File: config.mk
export PLATFORM = sky130hd
export DESIGN_NAME = dma_xfer_ctrl_flat
export DESIGN_NICKNAME = d
export VERILOG_FILES = /design/src/rtl/dma_xfer_ctrl_pkg.sv /design/src/rtl/dma_xfer_ctrl_if.sv /design/src/rtl/dma_xfer_ctrl_burst_calc.sv /design/src/rtl/dma_xfer_ctrl.sv /design/src/flat_wrapper.sv
export SDC_FILE = /design/constraint.sdc
export NUM_CORES = 1
export LEC_CHECK = 0
export CORE_MARGIN = 2
export CORE_UTILIZATION = 44
export DETAILED_ROUTE_END_ITERATION = 6
export PLACE_DENSITY = 0.77
export SYNTH_ARGS = -nofsm -noshare
export SYNTH_HDL_FRONTEND = slang
export SYNTH_SLANG_ARGS = --single-unit
export TNS_END_PERCENT = 30
File: constraint.sdc
create_clock -name clk -period 4.15 [get_ports clk]
set_clock_uncertainty 0.15 [all_clocks]
set_input_delay 0.415 -clock clk [delete_from_list [all_inputs] [get_ports clk]]
set_output_delay 0.415 -clock clk [all_outputs]
set_load 0.03 [all_outputs]
File: src/rtl/dma_xfer_ctrl_pkg.sv
// dma_xfer_ctrl shared definitions.
// Sequencer states, burst default and descriptor alignment.
package dma_pkg;

   localparam int unsigned BURST_BYTES_DEF = 64;
   localparam int unsigned DESC_ALIGN = 4;

   typedef enum logic [2:0] {
      ST_IDLE,
      ST_RD_REQ,
      ST_RD_WAIT,
      ST_WR_REQ,
      ST_WR_WAIT,
      ST_NEXT,
      ST_CMD_REQ,
      ST_CMD_WAIT
   } state_t;

   // Descriptors are 16-byte aligned; next_addr omits the low bits.
   function automatic logic [31:0] desc_addr(input logic [27:0] na);
      return {na, {DESC_ALIGN{1'b0}}};
   endfunction

endpackage

File: src/rtl/dma_xfer_ctrl_if.sv
// dma_xfer_ctrl channel bus.
// Read, write and descriptor request/acknowledge handshakes.
interface dma_xfer_ctrl_if;

   logic        rd_req;
   logic [31:0] rd_addr;
   logic [15:0] rd_len;
   logic        rd_ack;
   logic        rd_done;

   logic        wr_req;
   logic [31:0] wr_addr;
   logic [15:0] wr_len;
   logic        wr_ack;
   logic        wr_done;

   logic        cmd_req;
   logic [31:0] cmd_addr;
   logic        cmd_ack;
   logic        cmd_valid;

   modport master (
      output rd_req, rd_addr, rd_len,
      input  rd_ack, rd_done,
      output wr_req, wr_addr, wr_len,
      input  wr_ack, wr_done,
      output cmd_req, cmd_addr,
      input  cmd_ack, cmd_valid
   );

   modport slave (
      input  rd_req, rd_addr, rd_len,
      output rd_ack, rd_done,
      input  wr_req, wr_addr, wr_len,
      output wr_ack, wr_done,
      input  cmd_req, cmd_addr,
      output cmd_ack, cmd_valid
   );

endinterface

File: src/rtl/dma_xfer_ctrl_burst_calc.sv
// dma_xfer_ctrl burst splitter.
// Tracks remaining bytes and both addresses; yields burst length.
module dma_burst_calc #(
   parameter int unsigned BURST_BYTES = 64
) (
   input  logic        clk,
   input  logic        reset,
   input  logic        load,
   input  logic        adv,
   input  logic [31:0] rd_in,
   input  logic [31:0] wr_in,
   input  logic [31:0] size_in,
   output logic [31:0] rd_addr,
   output logic [31:0] wr_addr,
   output logic [15:0] len,
   output logic        last
);

   localparam logic [31:0] BB = 32'(BURST_BYTES);

   logic [31:0] rem;
   logic [31:0] len_w;

   // Burst is the smaller of what is left and the max burst.
   always_comb begin
      len_w = (rem < BB) ? rem : BB;
      len   = len_w[15:0];
      last  = (rem <= BB);
   end

   // Load on command start, step forward after each written burst.
   always_ff @(posedge clk) begin
      if (reset) begin
         rem     <= '0;
         rd_addr <= '0;
         wr_addr <= '0;
      end else if (load) begin
         rem     <= size_in;
         rd_addr <= rd_in;
         wr_addr <= wr_in;
      end else if (adv) begin
         rem     <= rem - len_w;
         rd_addr <= rd_addr + len_w;
         wr_addr <= wr_addr + len_w;
      end
   end

endmodule

File: src/rtl/dma_xfer_ctrl.sv
// dma_xfer_ctrl transfer sequencer.
// Splits commands into read/write bursts and walks the descriptor chain.
module dma_xfer_ctrl
   import dma_pkg::*;
#(
   parameter int unsigned BURST_BYTES = BURST_BYTES_DEF
) (
   input  logic        clk,
   input  logic        reset,
   input  logic        wr_ch_start,
   input  logic [31:0] rd_start_addr,
   input  logic [31:0] wr_start_addr,
   input  logic [31:0] buffer_size,
   input  logic        set_int,
   input  logic        cmd_last,
   input  logic [27:0] next_addr,
   output logic [15:0] buffer_count,
   output logic [15:0] int_count,
   output logic        irq,
   output logic        busy,
   dma_xfer_ctrl_if.master bus
);

   state_t state;
   state_t nxt;

   logic        load;
   logic        adv;
   logic        enter_next;
   logic        si_eff;
   logic        set_int_q;
   logic        cmd_last_q;
   logic [27:0] next_addr_q;
   logic [31:0] b_rd_addr;
   logic [31:0] b_wr_addr;
   logic [15:0] b_len;
   logic        b_last;

   dma_burst_calc #(
      .BURST_BYTES (BURST_BYTES)
   ) u_calc (
      .clk     (clk),
      .reset   (reset),
      .load    (load),
      .adv     (adv),
      .rd_in   (rd_start_addr),
      .wr_in   (wr_start_addr),
      .size_in (buffer_size),
      .rd_addr (b_rd_addr),
      .wr_addr (b_wr_addr),
      .len     (b_len),
      .last    (b_last)
   );

   // State register.
   always_ff @(posedge clk) begin
      if (reset) state <= ST_IDLE;
      else       state <= nxt;
   end

   // Next-state logic; a zero-size command skips straight to NEXT.
   always_comb begin
      nxt  = state;
      load = 1'b0;
      adv  = 1'b0;
      unique case (state)
         ST_IDLE: begin
            if (wr_ch_start) begin
               load = 1'b1;
               nxt  = (buffer_size == '0) ? ST_NEXT : ST_RD_REQ;
            end
         end
         ST_RD_REQ:  if (bus.rd_ack)  nxt = ST_RD_WAIT;
         ST_RD_WAIT: if (bus.rd_done) nxt = ST_WR_REQ;
         ST_WR_REQ:  if (bus.wr_ack)  nxt = ST_WR_WAIT;
         ST_WR_WAIT: begin
            if (bus.wr_done) begin
               adv = 1'b1;
               nxt = b_last ? ST_NEXT : ST_RD_REQ;
            end
         end
         ST_NEXT:    nxt = cmd_last_q ? ST_IDLE : ST_CMD_REQ;
         ST_CMD_REQ: if (bus.cmd_ack) nxt = ST_CMD_WAIT;
         ST_CMD_WAIT: begin
            if (bus.cmd_valid) begin
               load = 1'b1;
               nxt  = (buffer_size == '0) ? ST_NEXT : ST_RD_REQ;
            end
         end
         default: nxt = ST_IDLE;
      endcase
   end

   // Counters move on entry to NEXT so they show during NEXT itself.
   always_comb begin
      enter_next = (nxt == ST_NEXT);
      si_eff     = load ? set_int : set_int_q;
   end

   // Latch the command attributes with each new command.
   always_ff @(posedge clk) begin
      if (reset) begin
         set_int_q   <= 1'b0;
         cmd_last_q  <= 1'b0;
         next_addr_q <= '0;
      end else if (load) begin
         set_int_q   <= set_int;
         cmd_last_q  <= cmd_last;
         next_addr_q <= next_addr;
      end
   end

   // Completion counters, free-running with 16-bit wrap.
   always_ff @(posedge clk) begin
      if (reset) begin
         buffer_count <= '0;
         int_count    <= '0;
      end else if (enter_next) begin
         buffer_count <= buffer_count + 16'd1;
         if (si_eff) int_count <= int_count + 16'd1;
      end
   end

   // Request outputs; address/len held at zero when not requesting.
   always_comb begin
      bus.rd_req   = (state == ST_RD_REQ);
      bus.rd_addr  = bus.rd_req ? b_rd_addr : '0;
      bus.rd_len   = bus.rd_req ? b_len : '0;
      bus.wr_req   = (state == ST_WR_REQ);
      bus.wr_addr  = bus.wr_req ? b_wr_addr : '0;
      bus.wr_len   = bus.wr_req ? b_len : '0;
      bus.cmd_req  = (state == ST_CMD_REQ);
      bus.cmd_addr = bus.cmd_req ? desc_addr(next_addr_q) : '0;
      irq          = (state == ST_NEXT) && set_int_q;
      busy         = (state != ST_IDLE);
   end

endmodule
File: src/flat_wrapper.sv
// flat-port wrapper written by rule: the top's interface ports become plain ports
module dma_xfer_ctrl_flat import dma_pkg::*;
#(
   parameter int unsigned BURST_BYTES = BURST_BYTES_DEF
)
  (clk, reset, wr_ch_start, rd_start_addr, wr_start_addr, buffer_size, set_int, cmd_last, next_addr, buffer_count, int_count, irq, busy, bus_rd_req, bus_rd_addr, bus_rd_len, bus_rd_ack, bus_rd_done, bus_wr_req, bus_wr_addr, bus_wr_len, bus_wr_ack, bus_wr_done, bus_cmd_req, bus_cmd_addr, bus_cmd_ack, bus_cmd_valid);
  dma_xfer_ctrl_if bus_i ();
  input  logic clk;
  input  logic reset;
  input  logic wr_ch_start;
  input  logic [31:0] rd_start_addr;
  input  logic [31:0] wr_start_addr;
  input  logic [31:0] buffer_size;
  input  logic set_int;
  input  logic cmd_last;
  input  logic [27:0] next_addr;
  output logic [15:0] buffer_count;
  output logic [15:0] int_count;
  output logic irq;
  output logic busy;
  output wire logic [$bits(bus_i.rd_req)-1:0] bus_rd_req;
  output wire logic [$bits(bus_i.rd_addr)-1:0] bus_rd_addr;
  output wire logic [$bits(bus_i.rd_len)-1:0] bus_rd_len;
  input wire logic [$bits(bus_i.rd_ack)-1:0] bus_rd_ack;
  input wire logic [$bits(bus_i.rd_done)-1:0] bus_rd_done;
  output wire logic [$bits(bus_i.wr_req)-1:0] bus_wr_req;
  output wire logic [$bits(bus_i.wr_addr)-1:0] bus_wr_addr;
  output wire logic [$bits(bus_i.wr_len)-1:0] bus_wr_len;
  input wire logic [$bits(bus_i.wr_ack)-1:0] bus_wr_ack;
  input wire logic [$bits(bus_i.wr_done)-1:0] bus_wr_done;
  output wire logic [$bits(bus_i.cmd_req)-1:0] bus_cmd_req;
  output wire logic [$bits(bus_i.cmd_addr)-1:0] bus_cmd_addr;
  input wire logic [$bits(bus_i.cmd_ack)-1:0] bus_cmd_ack;
  input wire logic [$bits(bus_i.cmd_valid)-1:0] bus_cmd_valid;
  assign bus_rd_req = bus_i.rd_req;
  assign bus_rd_addr = bus_i.rd_addr;
  assign bus_rd_len = bus_i.rd_len;
  assign bus_i.rd_ack = bus_rd_ack;
  assign bus_i.rd_done = bus_rd_done;
  assign bus_wr_req = bus_i.wr_req;
  assign bus_wr_addr = bus_i.wr_addr;
  assign bus_wr_len = bus_i.wr_len;
  assign bus_i.wr_ack = bus_wr_ack;
  assign bus_i.wr_done = bus_wr_done;
  assign bus_cmd_req = bus_i.cmd_req;
  assign bus_cmd_addr = bus_i.cmd_addr;
  assign bus_i.cmd_ack = bus_cmd_ack;
  assign bus_i.cmd_valid = bus_cmd_valid;
  dma_xfer_ctrl #(.BURST_BYTES(BURST_BYTES)) u_core (.clk(clk), .reset(reset), .wr_ch_start(wr_ch_start), .rd_start_addr(rd_start_addr), .wr_start_addr(wr_start_addr), .buffer_size(buffer_size), .set_int(set_int), .cmd_last(cmd_last), .next_addr(next_addr), .buffer_count(buffer_count), .int_count(int_count), .irq(irq), .busy(busy), .bus(bus_i));
endmodule
* After elaboration in Yosys (flattened, before gate mapping) *
Index checks and enable logic that the tools add are counted.

word-level totals
  register bits after elaboration = 161
  bits of input ports = 135
  output and inout port bits = 165

operators by class
  $add $sub $neg = 5
  magnitude comparators = 2
  equal/unequal tests = 8
  mux-type cells = 29
  reduce and logical (&&, ||, !) cells = 6

operators with widths
  cell                     number
  $mux W32                 10
  $add A32 B32 Y32         2
  $add A16 B1 Y16 const B  2
  $le A32 B7 Y1 const B    1
  $logic_not A32 Y1        1
  $lt A32 B7 Y1 const B    1
  $mux W16                 2
  $sub A32 B32 Y32         1
  $mux W3                  10
  $pmux W3 S8              1
  $eq A3 B3 Y1 const B     5
  $eq A3 B2 Y1 const B     2
  $mux W1                  5
  $eq A3 B1 Y1 const B     1
  $logic_not A3 Y1         1
  $reduce_bool A3 Y1       1
  $pmux W1 S2              1
  $reduce_and A2 Y1        1
  $reduce_bool A2 Y1       1
  $logic_and A1 B1 Y1      1

* Logic depth before layout (Yosys ltp) *
  depth in word-level cells = 6
  depth in mapped cells = 18
  mapped depth without buffers = 17

* Modules after synthesis *
Synthesis repeated with hierarchy kept, for this count alone.

unflattened totals
  cells, all modules = 1525
  area, all modules = 11891.4 µm²

by module, submodules not included
  module          instances  cells each  area each (µm²)
  dma_burst_calc  1          977         7505.9
  dma_xfer_ctrl   1          548         4385.5

* Worst setup path after synthesis *
OpenSTA, ideal clock, no wires.

  path type = reg-to-reg
  start point = register u_core.u_calc.rem[7]
  end point = register u_core.u_calc.wr_addr[30]
  arrival time = 4.105 ns
  required time = 3.884 ns
  slack = -0.222 ns
  cell stages (with the launch flop) = 18
  period minus slack after synthesis = 4.372 ns
  cells stage by stage = dfxtp_1 > or4_4 > nor4_4 > nand4b_1 > nor2_1 > clkbuf_1 > nand2_1 > inv_1 > ha_1 > inv_1 > fa_1 > nand2b_1 > a21oi_1 > o2111ai_1 > a31oi_1 > o2111ai_1 > a31o_2 > o211a_1

on the way
  word-level cells in the longest chain between the ends = 5

ends and longest elaborated chain
  element                 RTL line                        text
  start, declared         dma_xfer_ctrl_burst_calc.sv:21  logic [31:0] rem;
  start signal, assigned  dma_xfer_ctrl_burst_calc.sv:38  rem <= size_in;
  start signal, assigned  dma_xfer_ctrl_burst_calc.sv:42  rem <= rem - len_w;
  $lt A32 B7 Y1           dma_xfer_ctrl_burst_calc.sv:26  len_w = (rem < BB) ? rem : BB;
  $mux W32 *              dma_xfer_ctrl_burst_calc.sv:26
  $add A32 B32 Y32 *      dma_xfer_ctrl_burst_calc.sv:44  wr_addr <= wr_addr + len_w;
  $mux W32 *              dma_xfer_ctrl_burst_calc.sv:41  end else if (adv) begin
  $mux W32 *              dma_xfer_ctrl_burst_calc.sv:37  end else if (load) begin
  end signal, assigned    dma_xfer_ctrl_burst_calc.sv:40  wr_addr <= wr_in;
  end signal, assigned    dma_xfer_ctrl_burst_calc.sv:44
  end, declared           dma_xfer_ctrl_burst_calc.sv:14  output logic [31:0] wr_addr,

Mark *: on every way between the ends. The rest lies on a longest branch, timed or not. The select of a mux whose other input is x is not followed.
A chain may end at the register's enable or synchronous reset.

* Worst setup path after layout *
  start point = register u_core.u_calc.rem[10]
  end point = register u_core.u_calc.rd_addr[28]

on the way
  word-level cells in the longest chain between the ends = 5

ends and longest elaborated chain
  element               RTL line                        text
  $lt A32 B7 Y1         dma_xfer_ctrl_burst_calc.sv:26
  $mux W32 *            dma_xfer_ctrl_burst_calc.sv:26
  $add A32 B32 Y32 *    dma_xfer_ctrl_burst_calc.sv:43  rd_addr <= rd_addr + len_w;
  $mux W32 *            dma_xfer_ctrl_burst_calc.sv:41
  $mux W32 *            dma_xfer_ctrl_burst_calc.sv:37
  end signal, assigned  dma_xfer_ctrl_burst_calc.sv:39  rd_addr <= rd_in;
  end signal, assigned  dma_xfer_ctrl_burst_calc.sv:43
  end, declared         dma_xfer_ctrl_burst_calc.sv:13  output logic [31:0] rd_addr,

Marks and branches as above.

==> summary.txt <==
Worst setup path
  • Worst Setup SP: u_core.u_calc.rem[10]
  • Kind of critical path: flip-flop to flip-flop
  • Worst Path Arrival: 4370 ps
  • R2r endpoint: u_core.u_calc.rd_addr[28]
  • CP max FO: 4
  • FF-to-FF setup slack: approximately 26 ps
  • Critical Path End Type: flip-flop
  • CP Launch Type: flip-flop
  • Required @ worst endpoint: ~4400 ps
  • Worst r2r src: u_core.u_calc.rem[10]
  • Reg2Reg Depth: 18

Placed design
  • Routability Congestion: 0.928
  • Placed Cells: 2,009
  • # port buffers: 277
  • Hpwl dp: 25,200 µm

Final layout
  • Share of layout cells above drive strength 1: 9.38%
  • Layout Cells excl Fill: 2,053
  • Area Overhead vs Synth: 38.0%
  • Final net count: 1,899

Timing
  • Max-Slew Margin vs Limit: 32.4%
  • Post-route minimum period: 4120 ps
  • Fmax: around 240 MHz
  • Setup violations, final: 0
  • Hold Vio Cnt, Final: 0
  • WHS: 297 ps
  • Final Cycle Share: 99.4%
  • Worst-margin pin slew: 1010 ps
  • RSZ-0062 raised after global routing: yes
  • Max Slew Vio Count: 0
  • Setup TNS: 0 ps

Die
  • IO Pins: 300
  • Rows: 57
  • Die height: 160 µm
  • Die Area: 25,600 µm²
  • Starting Density: 44.4%
  • Core box area: 24,100 µm²
  • Die width: 160 µm

Synthesis
  • EDFF count, synth: 0
  • Post-Syn Area per Cell: 7.46 µm²
  • Synth top area share: 30.1%
  • Distinct cells, synth: 71
  • Area contributors post-synth: dfxtp_1 30%, a21oi_1 6.4%, nand2_1 6.1%
  • Dominant synthesized flop cell: dfxtp_1
  • Gate Count Post-Synth: 1,434
  • Register bit count reported by yosys: 161
  • Sequential element share of the synthesized area: 30.1%
  • Ys async rst share: 0%
  • Synth area leader: dfxtp_1
  • Synthesized area: roughly 11,000 µm²
  • Yosys warns: 0

Worst hold path
  • Hold Path Stages: 2
  • Hold Startpoint: u_core.next_addr_q[21]
  • Worst Hold Class: flip-flop to flip-flop
  • Worst Hold End: u_core.next_addr_q[21]

Global routing
  • First-pass GRT wire length: approximately 56,000 µm
  • GRT overflow: 0
  • Largest net degree at the start of global routing: 100
  • Vias in the first global route: 11.0k
  • Gr usage total: 26.8%
  • Antenna violations before repair: 2

Drt
  • Routed WL per cell: 17.2 µm
  • 1st-pass router iterations: 7
  • Post-route ant nets: 0
  • DRC violations left: 1
  • Iteration-0 DRC Markers: ~880
  • Avg Vias per Cell: 5.72
  • Vias: about 12k
  • Routed WL: 35,400 µm

Run status
  • Outcome: finished, violations left
  • Violated checks: design-rule violations

CTS
  • CTS root buf: clkbuf_16
  • Clock Sinks: 161
  • Num CTS Buffers: 17
  • Clk_lat worst skew: around 450 ps
  • CTS H-tree lvls: 4
  • CTS tree: done
  • Clock-pin slew on the worst setup and hold paths: 80 ps
  • CTS Buffer Depth: 2

Power
  • Worst VDD drop: around 360 µV
  • Pwr/cell area: 546 nW/µm²
  • Leak: roughly 5.7 nW

Run
  • Max cap viols: 0
==> power by group <==
part	internal, mW	switching, mW	total, mW
logic	1.63	2.51	4.14
clock network	0.818	0.765	1.58
registers	1.94	0.407	2.35
==> worst max-delay path, stage by stage, from the launching register on <==
cell	delay, ps
dfxtp_2	330
or4_4	550
nor4_4	310
nand4b_1	230
nor2_4	200
nand2_2	100
inv_4	80
ha_4	150
inv_4	40
fa_2	350
nand2b_4	160
a21o_4	240
a21oi_4	170
o211ai_1	90
buf_4	170
a21o_1	190
a21oi_2	150
mux2_4	310
a21oi_2	110
==> synth_stat cells (all sizes together) (27+ instances only) <==
cell type and count:
nand3 36, buf 34, dfxtp 161, nor2 152, ha 47, inv 39
clkbuf 75, xnor2 31, and2 63, o21ai 62, nor3 31, nand2 173
nand4 27, and3 50, a21oi 136
==> worst max-delay path by stage <==
stage,to,slack [ps]
2_1_floorplan,u_core.u_calc.rd_addr[28],-50
3_3_place_gp,u_core.u_calc.rd_addr[28],90
3_5_place_dp,u_core.u_calc.rd_addr[28],-8
4_1_cts,u_core.u_calc.rd_addr[28],20
5_1_grt,u_core.u_calc.rd_addr[28],-110
6_report,u_core.u_calc.rd_addr[28],30
==> layer usage <==
metal | track usage [%] | wire length [µm] | part of all wire (%)
met1 | 33.7 | 14900 | 42
met2 | 45.4 | 16900 | 48
met3 | 5.84 | 2600 | 7.3
met4 | 9.46 | 964 | 2.7
met5 | 0 | 13 | 0.037
==> layout by cell type, fill, tap and decap left out, types with 22 or more instances in the layout <==
| cell | n |
|---|---|
| a31oi_1 | 22 |
| nor2_1 | 150 |
| xnor2_1 | 31 |
| nand3_1 | 35 |
| and3_1 | 50 |
| nor3_1 | 27 |
| buf_4 | 42 |
| nand2_1 | 171 |
| nand4_1 | 27 |
| o21ai_0 | 54 |
| conb_1 | 53 |
| a21oi_1 | 129 |
| dfxtp_1 | 160 |
| and2_1 | 63 |
| inv_1 | 36 |
| clkdlybuf4s50_1 | 276 |
| ha_1 | 42 |
==> cell families (layout without fill, tap and decap cells) <==
group                    count (synthesis)  in the layout  share of synthesized area [%]
XOR/XNOR                                45             45                           3.69
multiplexers                            18             18                           1.78
adder cells (fa/ha/maj)                 49             49                           5.87
other                                    2             54                         0.0702
buffers and inverters                  148            391                           6.10
AND/OR/NAND/NOR                        621            621                           28.9
AO/OA/AOI/OAI                          390            390                           23.5
flip-flops                             161            161                           30.1
==> layout make-up <==
class / instances / area [µm²]
timing repair buffer: 320 / 3110
sequential: 161 / 3220
tap: 324 / 405
fill: 2213 / 9350
multi-input combinational: 1176 / 7290
inverter: 39 / 151
antenna: 1 / 2.50
clock inverter: 14 / 134
clock buffer: 18 / 439
==> timing repair <==
action,CTS,global route
setup buffers,0,11
gates resized for setup,2,54
pin swaps,1,26
endpoints found under the setup margin,1,27
hold buffers,0,0
gates cloned,0,0
==> registers in the layout, indices dropped and copies added (netlist names) <==
signal and cells:
u_core.u_calc.rd_addr 32, u_core.u_calc.rem 32, u_core.u_calc.wr_addr 32, u_core.next_addr_q 28, u_core.buffer_count 16, u_core.int_count 16
u_core.state 3, u_core.cmd_last_q 1, u_core.set_int_q 1
==> metrics by stage <==
stage | util, % | instance area [µm²] | setup WS, ps | total power, mW
floorplan | - | 10900 | -46.6 | 5.07
global placement | 57.5 | 13900 | 89.9 | 6.17
detailed placement | 57.5 | 13900 | -8.18 | 6.26
CTS | 59.9 | 14400 | 17.7 | 7.86
global route | 61.2 | 14800 | -114 | 8.62
finish | 61.2 | 14800 | 26.1 | 8.06
(Power assumes the default switching activity.)
